[config.mk]
export PLATFORM = sky130hd
export DESIGN_NAME = add_nbit_pipe_flat
export DESIGN_NICKNAME = d
export VERILOG_FILES = /design/src/rtl/add_pipe_pkg.sv /design/src/rtl/add_nbit_pipe_if.sv /design/src/rtl/add_pipe_seg.sv /design/src/rtl/add_nbit_pipe.sv /design/src/flat_wrapper.sv
export SDC_FILE = /design/constraint.sdc
export NUM_CORES = 1
export LEC_CHECK = 0
export BUFFER_PORTS_ARGS = -buffer_cell sky130_fd_sc_hd__buf_2
export CORE_MARGIN = 1.5
export CORE_UTILIZATION = 35
export CTS_BUF_LIST = sky130_fd_sc_hd__clkbuf_4
export DETAILED_ROUTE_END_ITERATION = 16
export PLACE_DENSITY = 0.6
export SKIP_LAST_GASP = 1
export SLEW_MARGIN = 20
export SYNTH_ARGS = -nofsm -noshare
export SYNTH_HDL_FRONTEND = slang
export SYNTH_SLANG_ARGS = --single-unit
[constraint.sdc]
create_clock -name clock0 -period 2.6 [get_ports clock0]
set_clock_uncertainty 0.2 [all_clocks]
set_input_delay 0.39 -clock clock0 [delete_from_list [all_inputs] [get_ports clock0]]
set_output_delay 0.39 -clock clock0 [all_outputs]
set_load 0.03 [all_outputs]
[src/rtl/add_pipe_pkg.sv]
// add_pipe_pkg: shared types and elaboration helpers for the pipelined
// adder/subtractor (add_nbit_pipe and its add_pipe_seg segments).
package add_pipe_pkg;

  // Operation mode carried by the sub input.
  typedef enum logic {
    ADD_MODE_ADD = 1'b0,
    ADD_MODE_SUB = 1'b1
  } add_mode_e;

  // Width of one carry-chain segment.
  function automatic int unsigned seg_width(input int unsigned width, input int unsigned stages);
    return width / stages;
  endfunction

  // Legal configuration: 1 <= STAGES <= WIDTH and WIDTH divisible by STAGES.
  function automatic bit cfg_ok(input int unsigned width, input int unsigned stages);
    return (width >= 1) && (stages >= 1) && (stages <= width) && ((width % stages) == 0);
  endfunction

endpackage

[src/rtl/add_nbit_pipe_if.sv]
// add_nbit_pipe_if: operand/result handshake bundle for add_nbit_pipe.
//   master: operand source and result sink (drives in_valid/a/b/cin/sub/out_ready)
//   slave : the adder pipeline (drives in_ready/out_valid/sum/cout/ovf)
interface add_nbit_pipe_if #(
  parameter int unsigned WIDTH = 8
);
  logic             in_valid;
  logic             in_ready;
  logic [WIDTH-1:0] a;
  logic [WIDTH-1:0] b;
  logic             cin;
  logic             sub;
  logic             out_valid;
  logic             out_ready;
  logic [WIDTH-1:0] sum;
  logic             cout;
  logic             ovf;

  modport master (
    output in_valid, a, b, cin, sub, out_ready,
    input  in_ready, out_valid, sum, cout, ovf
  );

  modport slave (
    input  in_valid, a, b, cin, sub, out_ready,
    output in_ready, out_valid, sum, cout, ovf
  );
endinterface

[src/rtl/add_pipe_seg.sv]
// add_pipe_seg: one pipeline stage of add_nbit_pipe. Adds slice IDX of the
// (already mode-conditioned) operands using the carry from the previous stage,
// merges the slice into the partial result and registers everything when adv_i.
//   clk, rst_n        : clock, synchronous active-low reset
//   adv_i             : global pipeline advance
//   valid_i/valid_o   : slot valid
//   carry_i/carry_o   : carry into / out of this segment
//   ovf_i/ovf_o       : signed overflow (computed by the last segment only)
//   a_i,b_i/a_o,b_o   : skewed operands (upper slices still to be added)
//   sum_i/sum_o       : partial result (lower slices already added)
module add_pipe_seg #(
  parameter int unsigned WIDTH = 8,
  parameter int unsigned SEG_W = 4,
  parameter int unsigned IDX   = 0,
  parameter bit          LAST  = 1'b0
) (
  input  logic             clk,
  input  logic             rst_n,
  input  logic             adv_i,
  input  logic             valid_i,
  input  logic             carry_i,
  input  logic             ovf_i,
  input  logic [WIDTH-1:0] a_i,
  input  logic [WIDTH-1:0] b_i,
  input  logic [WIDTH-1:0] sum_i,
  output logic             valid_o,
  output logic             carry_o,
  output logic             ovf_o,
  output logic [WIDTH-1:0] a_o,
  output logic [WIDTH-1:0] b_o,
  output logic [WIDTH-1:0] sum_o
);
  localparam int unsigned LO = IDX * SEG_W;
  localparam int unsigned HI = LO + SEG_W - 1;

  logic [SEG_W:0]   seg_c;
  logic             msb_cin_c;
  logic [WIDTH-1:0] sum_d;
  logic             ovf_d;

  logic             valid_q;
  logic             carry_q;
  logic             ovf_q;
  logic [WIDTH-1:0] a_q;
  logic [WIDTH-1:0] b_q;
  logic [WIDTH-1:0] sum_q;

  // Slice adder; carry into the slice MSB recovered as a ^ b ^ s at that bit.
  always_comb begin
    seg_c             = {1'b0, a_i[LO +: SEG_W]} + {1'b0, b_i[LO +: SEG_W]} + (SEG_W+1)'(carry_i);
    msb_cin_c         = a_i[HI] ^ b_i[HI] ^ seg_c[SEG_W-1];
    sum_d             = sum_i;
    sum_d[LO +: SEG_W] = seg_c[SEG_W-1:0];
    ovf_d             = LAST ? (msb_cin_c ^ seg_c[SEG_W]) : ovf_i;
  end

  // Stage register: clears on reset, holds when the pipeline is stalled.
  always_ff @(posedge clk) begin
    if (!rst_n) begin
      valid_q <= 1'b0;
      carry_q <= 1'b0;
      ovf_q   <= 1'b0;
      a_q     <= '0;
      b_q     <= '0;
      sum_q   <= '0;
    end else if (adv_i) begin
      valid_q <= valid_i;
      carry_q <= seg_c[SEG_W];
      ovf_q   <= ovf_d;
      a_q     <= a_i;
      b_q     <= b_i;
      sum_q   <= sum_d;
    end
  end

  assign valid_o = valid_q;
  assign carry_o = carry_q;
  assign ovf_o   = ovf_q;
  assign a_o     = a_q;
  assign b_o     = b_q;
  assign sum_o   = sum_q;

endmodule

[src/rtl/add_nbit_pipe.sv]
// add_nbit_pipe: pipelined WIDTH-bit adder/subtractor with carry-in, carry-out
// and signed overflow, split into STAGES carry-chain segments.
//   clock0        : clock, rising edge
//   global_resetn : synchronous active-low reset
//   bus (slave)   : in_valid/in_ready/a/b/cin/sub operand side,
//                   out_valid/out_ready/sum/cout/ovf result side
module add_nbit_pipe
  import add_pipe_pkg::*;
#(
  parameter int unsigned WIDTH  = 8,
  parameter int unsigned STAGES = 2
) (
  input logic           clock0,
  input logic           global_resetn,
  add_nbit_pipe_if.slave bus
);
  localparam int unsigned SEG_W = seg_width(WIDTH, STAGES);

  if (!cfg_ok(WIDTH, STAGES)) begin : g_cfg_err
    $error("add_nbit_pipe: need 1 <= STAGES <= WIDTH and WIDTH divisible by STAGES");
  end

  // Index 0 is the conditioned input; index k+1 is the output of segment k.
  logic             valid_s [STAGES+1];
  logic             carry_s [STAGES+1];
  logic             ovf_s   [STAGES+1];
  logic [WIDTH-1:0] a_s     [STAGES+1];
  logic [WIDTH-1:0] b_s     [STAGES+1];
  logic [WIDTH-1:0] sum_s   [STAGES+1];

  add_mode_e mode_c;
  logic      adv_c;
  logic      unused_tail;

  // Whole pipeline moves together unless the final result is blocked.
  assign adv_c        = !valid_s[STAGES] || bus.out_ready;
  assign bus.in_ready = adv_c;

  // Subtraction is a + ~b + ~cin; invert once at entry so the mode travels
  // with the beat inside the operand and carry registers.
  assign mode_c     = add_mode_e'(bus.sub);
  assign valid_s[0] = bus.in_valid;
  assign a_s[0]     = bus.a;
  assign b_s[0]     = (mode_c == ADD_MODE_SUB) ? ~bus.b : bus.b;
  assign carry_s[0] = (mode_c == ADD_MODE_SUB) ? ~bus.cin : bus.cin;
  assign ovf_s[0]   = 1'b0;
  assign sum_s[0]   = '0;

  for (genvar k = 0; k < STAGES; k++) begin : g_seg
    add_pipe_seg #(
      .WIDTH (WIDTH),
      .SEG_W (SEG_W),
      .IDX   (k),
      .LAST  (k == STAGES - 1)
    ) u_seg (
      .clk     (clock0),
      .rst_n   (global_resetn),
      .adv_i   (adv_c),
      .valid_i (valid_s[k]),
      .carry_i (carry_s[k]),
      .ovf_i   (ovf_s[k]),
      .a_i     (a_s[k]),
      .b_i     (b_s[k]),
      .sum_i   (sum_s[k]),
      .valid_o (valid_s[k+1]),
      .carry_o (carry_s[k+1]),
      .ovf_o   (ovf_s[k+1]),
      .a_o     (a_s[k+1]),
      .b_o     (b_s[k+1]),
      .sum_o   (sum_s[k+1])
    );
  end

  // Operands are fully consumed by the last segment.
  assign unused_tail = ^{a_s[STAGES], b_s[STAGES]};

  assign bus.out_valid = valid_s[STAGES];
  assign bus.sum       = sum_s[STAGES];
  assign bus.cout      = carry_s[STAGES];
  assign bus.ovf       = ovf_s[STAGES];

endmodule

[src/flat_wrapper.sv]
// flat-port wrapper written by rule: the top's interface ports become plain ports
module add_nbit_pipe_flat import add_pipe_pkg::*;
#(
  parameter int unsigned WIDTH  = 8,
  parameter int unsigned STAGES = 2
)
  (clock0, global_resetn, bus_in_valid, bus_a, bus_b, bus_cin, bus_sub, bus_out_ready, bus_in_ready, bus_out_valid, bus_sum, bus_cout, bus_ovf);
  add_nbit_pipe_if #(.WIDTH(WIDTH)) bus_i ();
  input logic clock0;
  input logic global_resetn;
  input wire logic [$bits(bus_i.in_valid)-1:0] bus_in_valid;
  input wire logic [$bits(bus_i.a)-1:0] bus_a;
  input wire logic [$bits(bus_i.b)-1:0] bus_b;
  input wire logic [$bits(bus_i.cin)-1:0] bus_cin;
  input wire logic [$bits(bus_i.sub)-1:0] bus_sub;
  input wire logic [$bits(bus_i.out_ready)-1:0] bus_out_ready;
  output wire logic [$bits(bus_i.in_ready)-1:0] bus_in_ready;
  output wire logic [$bits(bus_i.out_valid)-1:0] bus_out_valid;
  output wire logic [$bits(bus_i.sum)-1:0] bus_sum;
  output wire logic [$bits(bus_i.cout)-1:0] bus_cout;
  output wire logic [$bits(bus_i.ovf)-1:0] bus_ovf;
  assign bus_i.in_valid = bus_in_valid;
  assign bus_i.a = bus_a;
  assign bus_i.b = bus_b;
  assign bus_i.cin = bus_cin;
  assign bus_i.sub = bus_sub;
  assign bus_i.out_ready = bus_out_ready;
  assign bus_in_ready = bus_i.in_ready;
  assign bus_out_valid = bus_i.out_valid;
  assign bus_sum = bus_i.sum;
  assign bus_cout = bus_i.cout;
  assign bus_ovf = bus_i.ovf;
  add_nbit_pipe #(.WIDTH(WIDTH), .STAGES(STAGES)) u_core (.clock0(clock0), .global_resetn(global_resetn), .bus(bus_i));
endmodule
; ---- Word level (Yosys, flattened, before mapping)
; Index checks and enable logic that the tools add are counted.
[op_classes]
add_sub_neg = 4
n_mux = 2
n_bitwise = 5
n_reduce_logical = 2
[ops]
columns = operator, count
row1 = $add 4x4->5, 2
row2 = $add 5x1->5, 2
row3 = $mux 8, 1
row4 = $not 8->8, 1
row5 = $xor 1x1->1, 3
row6 = $logic_not 1->1, 1
row7 = $logic_or 1x1->1, 1
row8 = $mux 1, 1
row9 = $not 1->1, 1
[word_totals]
ff_bits = 33
in_bits = 22
output_inout_bits = 12
wordCells = 22

; ---- Depth between registers and ports, before layout
; Gate-level depths: netlist of run 1.
[logic_depth]
depth_word = 4
depth_mapped = 7
depth_no_buf = 7

; ---- By module
; A second synthesis of run 1 with hierarchy kept.
[unflattened]
cells_unflattened = 223
hier_area_um2 = 2467.4
[by_module_without_submodules]
columns = module, instances, cells_each, area_per_inst_um2, seq_area_each_um2
row1 = add_pipe_seg (u_core.g_seg[0].u_seg), 1, 106, 1197.4, 540.5
row2 = add_pipe_seg (u_core.g_seg[1].u_seg), 1, 105, 1169.9, 540.5
row3 = add_nbit_pipe, 1, 12, 100.1, 0.0

; ---- Worst setup path after synthesis of run 1
; No wires, ideal clock.
[synth_timing]
path_type = input to register
start = input port bus_sub
end = register u_core.g_seg[0].u_seg.carry_q
setup_time_ns = 0.121
arrival_time_ns = 1.950
t_required_ns = 2.279
path_slack_ns = 0.329
cell_stages = 7
n_path_buf = 1
cell_sequence = buf_2 -> xor2_1 -> fa_1 -> fa_1 -> a21o_1 -> a21oi_1 -> a21oi_1
[synth_via]
elab_chain_len = 3
elab_cells_between_ends = 4
cone_classes = add/sub: 2 / mux: 2
[synth_rtl]
columns = item, line_no
row1 = start: declaration, flat_wrapper.sv:15  ; input wire logic [$bits(bus_i.sub)-1:0] bus_sub;
row2 = $mux 8, add_nbit_pipe.sv:44  ; assign b_s[0] = (mode_c == ADD_MODE_SUB) ? ~bus.b : bus.b;
row3 = $add 4x4->5, add_pipe_seg.sv:50  ; seg_c = {1'b0, a_i[LO +: SEG_W]} + {1'b0, b_i[LO +: SEG_W]} + (SEG_W+1)'(carry_i);
row4 = $add 5x1->5 *, add_pipe_seg.sv:50
row5 = end signal: assignment, add_pipe_seg.sv:68  ; carry_q <= seg_c[SEG_W];
row6 = end: declaration, add_pipe_seg.sv:42  ; logic carry_q;
; Every way passes the cells marked *; elsewhere a longest branch is shown, timed or not.
; A chain may end at the register's enable or synchronous reset.

; ---- Worst setup path after layout of run 1
[layout_timing]
start = register u_core.g_seg[0].u_seg.carry_q
end = register u_core.g_seg[1].u_seg.ovf_q
[layout_via]
elab_chain_len = 3
[layout_rtl]
columns = item, line_no
row1 = $add 5x1->5 *, add_pipe_seg.sv:50
row2 = $xor 1x1->1, add_pipe_seg.sv:51  ; msb_cin_c = a_i[HI] ^ b_i[HI] ^ seg_c[SEG_W-1];
row3 = $xor 1x1->1 *, add_pipe_seg.sv:54  ; ovf_d = LAST ? (msb_cin_c ^ seg_c[SEG_W]) : ovf_i;
row4 = end signal: assignment, add_pipe_seg.sv:69  ; ovf_q <= ovf_d;
row5 = end: declaration, add_pipe_seg.sv:43  ; logic ovf_q;
; Marked as above.

==> reports/qor.txt, run 1 <==
First-pass GRT wire length: 4250 um
Initial drt markers: 53
Worst VDD drop: 0.000299 V
Post-Synthesis Cell Area: 1310 um2
Most frequent cell on the critical path: fa_1
Total global routing overflow: 0
Worst hold start: bus_in_valid
Die Y: 64.2 um
Max Cap Viol: 0
Status: complete, no violations
Final Cycle Share: 0.841
Crit path launch type: register
Clock Sinks: 25
Overall routing resource usage: 0.129
Vias per cell: 4.67
Residual DRC count: 0
PortBufs: 33
Top-count cell post-synth: nand2_1
Share of the synthesized area in the top cell type: 0.382
Hold Crit Class: input port to register
Crit path arrival time: 2.26 ns
CP Class: register to register
Cells on Worst Hold Path: 3
Number of enable flip-flop cells after synthesis: 0
Critical path's slowest cell: fa_1
Critical-path cell list: inv_1 > fa_1 > fa_1 > and2b_1 > o22ai_2 > xor2_1 > a21oi_1
Hold Violations, Final: 0
Ratio of cells with drive above 1 in the final layout: 0.250
Starting density of the core: 0.361
Layout Cells excl Fill: 216
WHS Endpoint: u_core.g_seg[0].u_seg.valid_o
Postcts setup bufs: 0
Synth Flop Type: dfxtp_1
Leak Pwr: 0.756 nW
Hold buffers post-CTS: 0
Synthesized instance count: 139
Die area: 4120 um2
Distinct cells, synth: 30
Measured slew at the worst slew-check pin: 0.439 ns
Initial antenna violation count: 0
Largest net degree at the start of global routing: 37
Cts bufs inserted: 3
WP data required: 2.68 ns
Filler instances: 410
Pre-antenna DRT Iters: 2
Pre-CTS setup slack: 0.243 ns
Vias in the first global route: 1001
Leading area contributor after synthesis: dfxtp_1
CP endpoint kind: register
Area grow syn2layout: 14.6%
Synth Warn #: 0
Fin crit period: 2.19 ns
Reg2reg setup slack: 0.41 ns
Power per standard cell area: 567 nW/um2
Placed cells: 212
Final setup margin: 0.414 ns
Crit Reg-Reg Startpoint: u_core.g_seg[0].u_seg.carry_o
Ranking of synthesized cells by area: dfxtp_1, nand2_1, fa_1
Top cells by count, synth: nand2_1, dfxtp_1, a21boi_1, o211a_1
Worst R2R End: u_core.g_seg[1].u_seg.ovf_o
Ys async rst share: 0
Avg WL per Cell: 10.9 um
Maximum buffer depth of the clock tree: 2
Max Fclk: 458 MHz
# diodes: 0
Detailed placement HPWL: 1700 um
# resized after CTS: 0
Final setup TNS: 0 ns
CTS tree: built
Number of I/O pins: 34
Clk slew on worst S/H paths: 0.14 ns
Setup violators final: 0
CP max FO: 2
Std-Cell Rows: 22
Syn_area_per_cell: 9.43 um2
Sequential area share after synthesis: 0.382
R2R cell count: 7
RSZ-0062 raised after global routing: no
Fin. max-slew vios: 0
Final wirelength: 2360 um
Fin nets: 201
CTS Root Cell: clkbuf_4
Max_slew headroom: 0.707
RePlAce Congestion: 0.708
Worst path max stage delay: 0.48 ns
H-tree depth: 1
Post-route ant nets: 0
Syn_nets: 171
Fin util: 0.414
Die width: 64.2 um
Via count: 1009
Core outline area: 3630 um2
Latest clock arrival within the worst-skew pair: 0.33 ns
#FFs+latches synth: 25
[final cells by class]
cell class / count / area, um2 / share of cell area
inverter: 7 / 33.8 / 0.0225
timing repair buffer: 34 / 173 / 0.115
multi-input combinational: 98 / 706 / 0.470
sequential: 25 / 500 / 0.333
clock buffer: 3 / 22.5 / 0.0150
tap: 48 / 60.1 / 0.0400
clock inverter: 1 / 7.51 / 0.00500
[metal layers]
layer	part of all wire	up-vias	GRT usage
met2	0.43	23	0.223
met4	0.010	0	0.0399
li1	-	517	-
met1	0.51	465	0.151
met5	0	-	0
met3	0.055	4	0.0405
[worst max path at each step]
stage	from	endpoint	slack, ns	cells after the start
6_report	u_core.g_seg[0].u_seg.carry_o	u_core.g_seg[1].u_seg.ovf_o	0.41	7
5_1_grt	u_core.g_seg[0].u_seg.carry_o	u_core.g_seg[1].u_seg.ovf_o	0.27	7
4_1_cts	u_core.g_seg[0].u_seg.carry_o	u_core.g_seg[1].u_seg.ovf_o	0.39	7
3_5_place_dp	bus_sub	u_core.g_seg[0].u_seg.carry_o	0.24	7
3_3_place_gp	bus_sub	u_core.g_seg[0].u_seg.carry_o	0.28	7
2_1_floorplan	bus_sub	u_core.g_seg[0].u_seg.carry_o	0.33	7
[layout by cell type (no fill, tap or decap), types with 2 or more instances in the layout]
cell type   n
xnor2_1     6
a21oi_1     5
inv_1       6
buf_2      33
a21boi_1    8
o211a_1     8
clkbuf_4    3
fa_1        4
xor2_1      6
a21boi_0    4
a21o_1      2
dfxtp_1    25
o21ai_1     3
nand2_1    34
ha_1        6
[report_power, final]
part / internal [W] / switching [W] / total [W] / leakage [nW]
clock network: 0.0000589 / 0.000120 / 0.000179 / 0.0139
logic: 0.0000980 / 0.000129 / 0.000227 / 0.535
registers: 0.000425 / 0.0000205 / 0.000445 / 0.207
total: 0.000582 / 0.000270 / 0.000852 / 0.756
[per-stage QoR]
| stage | hold WS, ns | area (um2) | power [W] |
|---|---|---|---|
| final | 0.0797 | 1500 | 0.000852 |
| after detailed placement | 0.243 | 1470 | 0.000683 |
| after global routing | 0.0628 | 1500 | 0.000910 |
| after CTS | 0.0656 | 1500 | 0.000867 |
| after global placement | 0.236 | 1470 | 0.000678 |
| after floorplan | 0.231 | 1310 | 0.000627 |
[registers in the layout, summed over array words and instances, names as in the netlist]
signal	count
u_core.g_seg.u_seg.ovf_o	1
u_core.g_seg.u_seg.valid_o	2
u_core.g_seg.u_seg.carry_o	2
u_core.g_seg.u_seg.a_o	4
u_core.g_seg.u_seg.b_o	4
u_core.g_seg.u_seg.sum_o	12
[logic make-up (layout without fill, tap and decap cells)]
logic type                 after synthesis  after routing  synth area share
and+or+nand+nor                         41             41             0.135
xor gates and xnor gates                12             12            0.0802
DFF                                     25             25             0.382
buffers and inverters                   16             45            0.0801
adders and majority gates               10             10             0.118
AOI/OAI and AO/OA                       35             35             0.204
[critical path: cells and delay by family (launching register included)]
family	cells	cell delay (ns)
xor gates and xnor gates	1	0.16
buffers and inverters	1	0.07
AOI/OAI and AO/OA	2	0.23
DFF	1	0.37
adders and majority gates	2	0.88
and+or+nand+nor	1	0.24
Power figures use the tool's default switching activity.
==> run 2, diff against run 1 <==
--- a/config.mk
+++ b/config.mk
@@ -5,12 +5,13 @@
 export SDC_FILE = /design/constraint.sdc
 export NUM_CORES = 1
 export LEC_CHECK = 0
+export ABC_AREA = 1
 export BUFFER_PORTS_ARGS = -buffer_cell sky130_fd_sc_hd__buf_2
 export CORE_MARGIN = 1.5
 export CORE_UTILIZATION = 35
 export CTS_BUF_LIST = sky130_fd_sc_hd__clkbuf_4
 export DETAILED_ROUTE_END_ITERATION = 16
-export PLACE_DENSITY = 0.6
+export PLACE_DENSITY = 0.62
 export SKIP_LAST_GASP = 1
 export SLEW_MARGIN = 20
 export SYNTH_ARGS = -nofsm -noshare
==> constraint.sdc (replaced) <==
create_clock -name clock0 -period 1.98 [get_ports clock0]
set_clock_uncertainty 0.2 [all_clocks]
set_input_delay 0.297 -clock clock0 [delete_from_list [all_inputs] [get_ports clock0]]
set_output_delay 0.297 -clock clock0 [all_outputs]
set_load 0.03 [all_outputs]
==> reports/qor.txt, run 2 <==
CP max FO: 2 (unchanged)
Syn_nets: 193 (was 171)
Most frequent cell on the critical path: nand2_1 (was fa_1)
CP endpoint kind: register (unchanged)
Critical-path cell list: inv_1 > fa_2 > fa_2 > inv_2 > nand2_1 > nand2_1 > nand2_1 > nand2_1 > nand3_1 > nand2_1 > inv_1 (was inv_1 > fa_1 > fa_1 > and2b_1 > o22ai_2 > xor2_1 > a21oi_1)
Worst VDD drop: 0.000224 V (was 0.000299 V)
Fin util: 0.431 (was 0.414)
Multi-input logic area: 711 um2 (was 706 um2)
Final setup TNS: 0 ns (unchanged)
Syn_area_per_cell: 8.32 um2 (was 9.43 um2)
Clk slew on worst S/H paths: 0.13 ns (was 0.14 ns)
Fin crit period: 1.89 ns (was 2.19 ns)
Initial drt markers: 30 (was 53)
Share of the synthesized area in the top cell type: 0.374 (was 0.382)
Avg WL per Cell: 9.99 um (was 10.9 um)
Vias per cell: 4.47 (was 4.67)
CP delay by family, top: adder cells (unchanged)
Total global routing overflow: 0 (unchanged)
Largest register FFs: 12 (unchanged)
Synth Flop Type: dfxtp_1 (unchanged)
Power per standard cell area: 732 nW/um2 (was 567 nW/um2)
Commonest non-fill, non-tap cell in the layout: buf_2 (was nand2_1)
Largest net degree at the start of global routing: 37 (unchanged)
Top cells by count, synth: dfxtp_1, nor2_1, o21ai_0 (was nand2_1, dfxtp_1, a21boi_1, o211a_1)
Synthesized instance count: 161 (was 139)
CP Class: register to register (unchanged)
Std-Cell Rows: 22 (unchanged)
Filler instances: 388 (was 410)
Vias in the first global route: 1013 (was 1001)
Hold Crit Class: input port to register (unchanged)
Residual DRC count: 0 (unchanged)
Fin nets: 229 (was 201)
Placed cells: 238 (was 212)
Ranking of synthesized cells by area: dfxtp_1, nor2_1, fa_1 (was dfxtp_1, nand2_1, fa_1)
Most frequent cells in the layout: buf_2, nor2_1, dfxtp_1 (was nand2_1, buf_2, dfxtp_1)
Worst path max stage delay: 0.41 ns (was 0.48 ns)
Measured slew at the worst slew-check pin: 0.384 ns (was 0.439 ns)
Max Cap Viol: 0 (unchanged)
RePlAce Congestion: 0.806 (was 0.708)
First-pass GRT wire length: 4310 um (was 4250 um)
RSZ-0062 raised after global routing: yes (was no)
WP data required: 2.02 ns (was 2.68 ns)
Critical path's slowest cell: fa_2 (was fa_1)
Status: complete, no violations (unchanged)
Grt met2 use: 0.209 (was 0.223)
Final Cycle Share: 0.957 (was 0.841)
Maximum buffer depth of the clock tree: 2 (unchanged)
Max_slew headroom: 0.744 (was 0.707)
Clock Sinks: 25 (unchanged)
Max Fclk: 528 MHz (was 458 MHz)
Final setup margin: 0.0855 ns (was 0.414 ns)
Die area: 4200 um2 (was 4120 um2)
Detailed placement HPWL: 1780 um (was 1700 um)
Latest clock arrival within the worst-skew pair: 0.32 ns (was 0.33 ns)
Crit path launch type: register (unchanged)
Core outline area: 3660 um2 (was 3630 um2)
GR Layer Usage met3: 0.0208 (was 0.0405)
Initial antenna violation count: 0 (unchanged)
Pre-antenna DRT Iters: 4 (was 2)
Leading area contributor after synthesis: dfxtp_1 (unchanged)
CTS tree: built (unchanged)
PortBufs: 33 (unchanged)
Cts bufs inserted: 3 (unchanged)
Die Y: 64.8 um (was 64.2 um)
Reg area: 503 um2 (was 500 um2)
Die width: 64.8 um (was 64.2 um)
Routing usage on met1: 0.172 (was 0.151)
Fin. max-slew vios: 0 (unchanged)
Most used routing layer: met2 (unchanged)
# diodes: 0 (unchanged)
#FFs+latches synth: 25 (unchanged)
Leak Pwr: 0.781 nW (was 0.756 nW)
Final wirelength: 2440 um (was 2360 um)
Synth Warn #: 0 (unchanged)
H-tree depth: 1 (unchanged)
Layout Cells excl Fill: 244 (was 216)
Post-Synthesis Cell Area: 1340 um2 (was 1310 um2)
Top-count cell post-synth: dfxtp_1 (was nand2_1)
Post-route ant nets: 0 (unchanged)
Sequential area share after synthesis: 0.374 (was 0.382)
Hold Violations, Final: 0 (unchanged)
CTS Root Cell: clkbuf_4 (unchanged)
Overall routing resource usage: 0.130 (was 0.129)
Starting density of the core: 0.366 (was 0.361)
Crit path arrival time: 1.93 ns (was 2.26 ns)
Ratio of cells with drive above 1 in the final layout: 0.286 (was 0.250)
Postcts setup bufs: 0 (unchanged)
Buf+Inv Stages, Crit Path: 3 (was 1)
Ys async rst share: 0 (unchanged)
Pre-CTS setup slack: 0.00249 ns (was 0.243 ns)
Area grow syn2layout: 17.9% (was 14.6%)
Number of I/O pins: 34 (unchanged)
Number of enable flip-flop cells after synthesis: 0 (unchanged)
Hold slack: 0.0126 ns (was 0.0797 ns)
Setup violators final: 0 (unchanged)
Via count: 1090 (was 1009)
Distinct cells, synth: 24 (was 30)
-- run 2: changes by cell type after synthesis, moves of 8 or more --
| cell | change |
|---|---|
| o21ai_0 | +14 |
| a21boi_1 | -8 |
| inv_1 | +8 |
| nand2_1 | -20 |
| nor2_1 | +23 |
| a21oi_1 | +9 |
| o211a_1 | -8 |
-- run 2: cells by family (layout without fill, tap and decap cells) --
family | Yosys count | count (layout) | share of synthesized area
compound gates | 40 | 40 | 0.155
xor+xnor | 11 | 11 | 0.0720
fa+ha+maj | 10 | 10 | 0.116
buf+inv | 24 | 59 | 0.103
flops | 25 | 25 | 0.374
simple gates | 51 | 51 | 0.180
-- run 2: repair_timing --
item,CTS,global route
setup endpoints to repair,0,2
hold endpoints to repair,2,0
gates resized for setup,0,4
hold buffers,2,0
-- run 2: per-stage QoR --
stage                     total power [W]  cell area [um2]
after floorplan                  0.000857             1350
after global placement           0.000937             1530
after detailed placement         0.000940             1530
after CTS                         0.00117             1570
after global routing              0.00125             1580
final                             0.00116             1580
-- run 2: worst paths after layout --
check,slack [ns],to,startpoint,depth (start not counted)
worst max register to register,0.09,u_core.g_seg[1].u_seg.ovf_o,u_core.g_seg[0].u_seg.b_o[4],11
worst min-delay path,0.01,u_core.g_seg[0].u_seg.a_o[6],bus_a[6],3
worst max-delay path,0.09,u_core.g_seg[1].u_seg.ovf_o,u_core.g_seg[0].u_seg.b_o[4],11
worst min register to register,0.29,u_core.g_seg[0].u_seg.a_o[4],u_core.g_seg[0].u_seg.a_o[4],2
-- run 2: layer usage --
metal,up-vias,part of all wire
li1,586,-
met1,479,0.50
met2,21,0.44
met3,4,0.037
met4,0,0.015
met5,-,0
-- run 2: final cells by class --
cell class | instances | area share
Sequential cell | 25 | 0.319
Clock buffer | 3 | 0.0143
Multi-Input combinational cell | 112 | 0.450
Inverter | 16 | 0.0396
Clock inverter | 1 | 0.00317
Timing Repair Buffer | 39 | 0.136
Tap cell | 48 | 0.0380
-- run 2: power by group --
part	leakage (nW)	switching [W]	internal [W]
Sequential	0.208	0.0000262	0.000560
Combinational	0.555	0.000203	0.000140
Clock	0.0177	0.000150	0.0000757
Total	0.781	0.000380	0.000776
-- run 2: tightest hold or removal path: cells and delay by family --
family / cells / cell delay (ns)
and+or+nand+nor: 2 / 0.13
buffers and inverters: 1 / 0.08
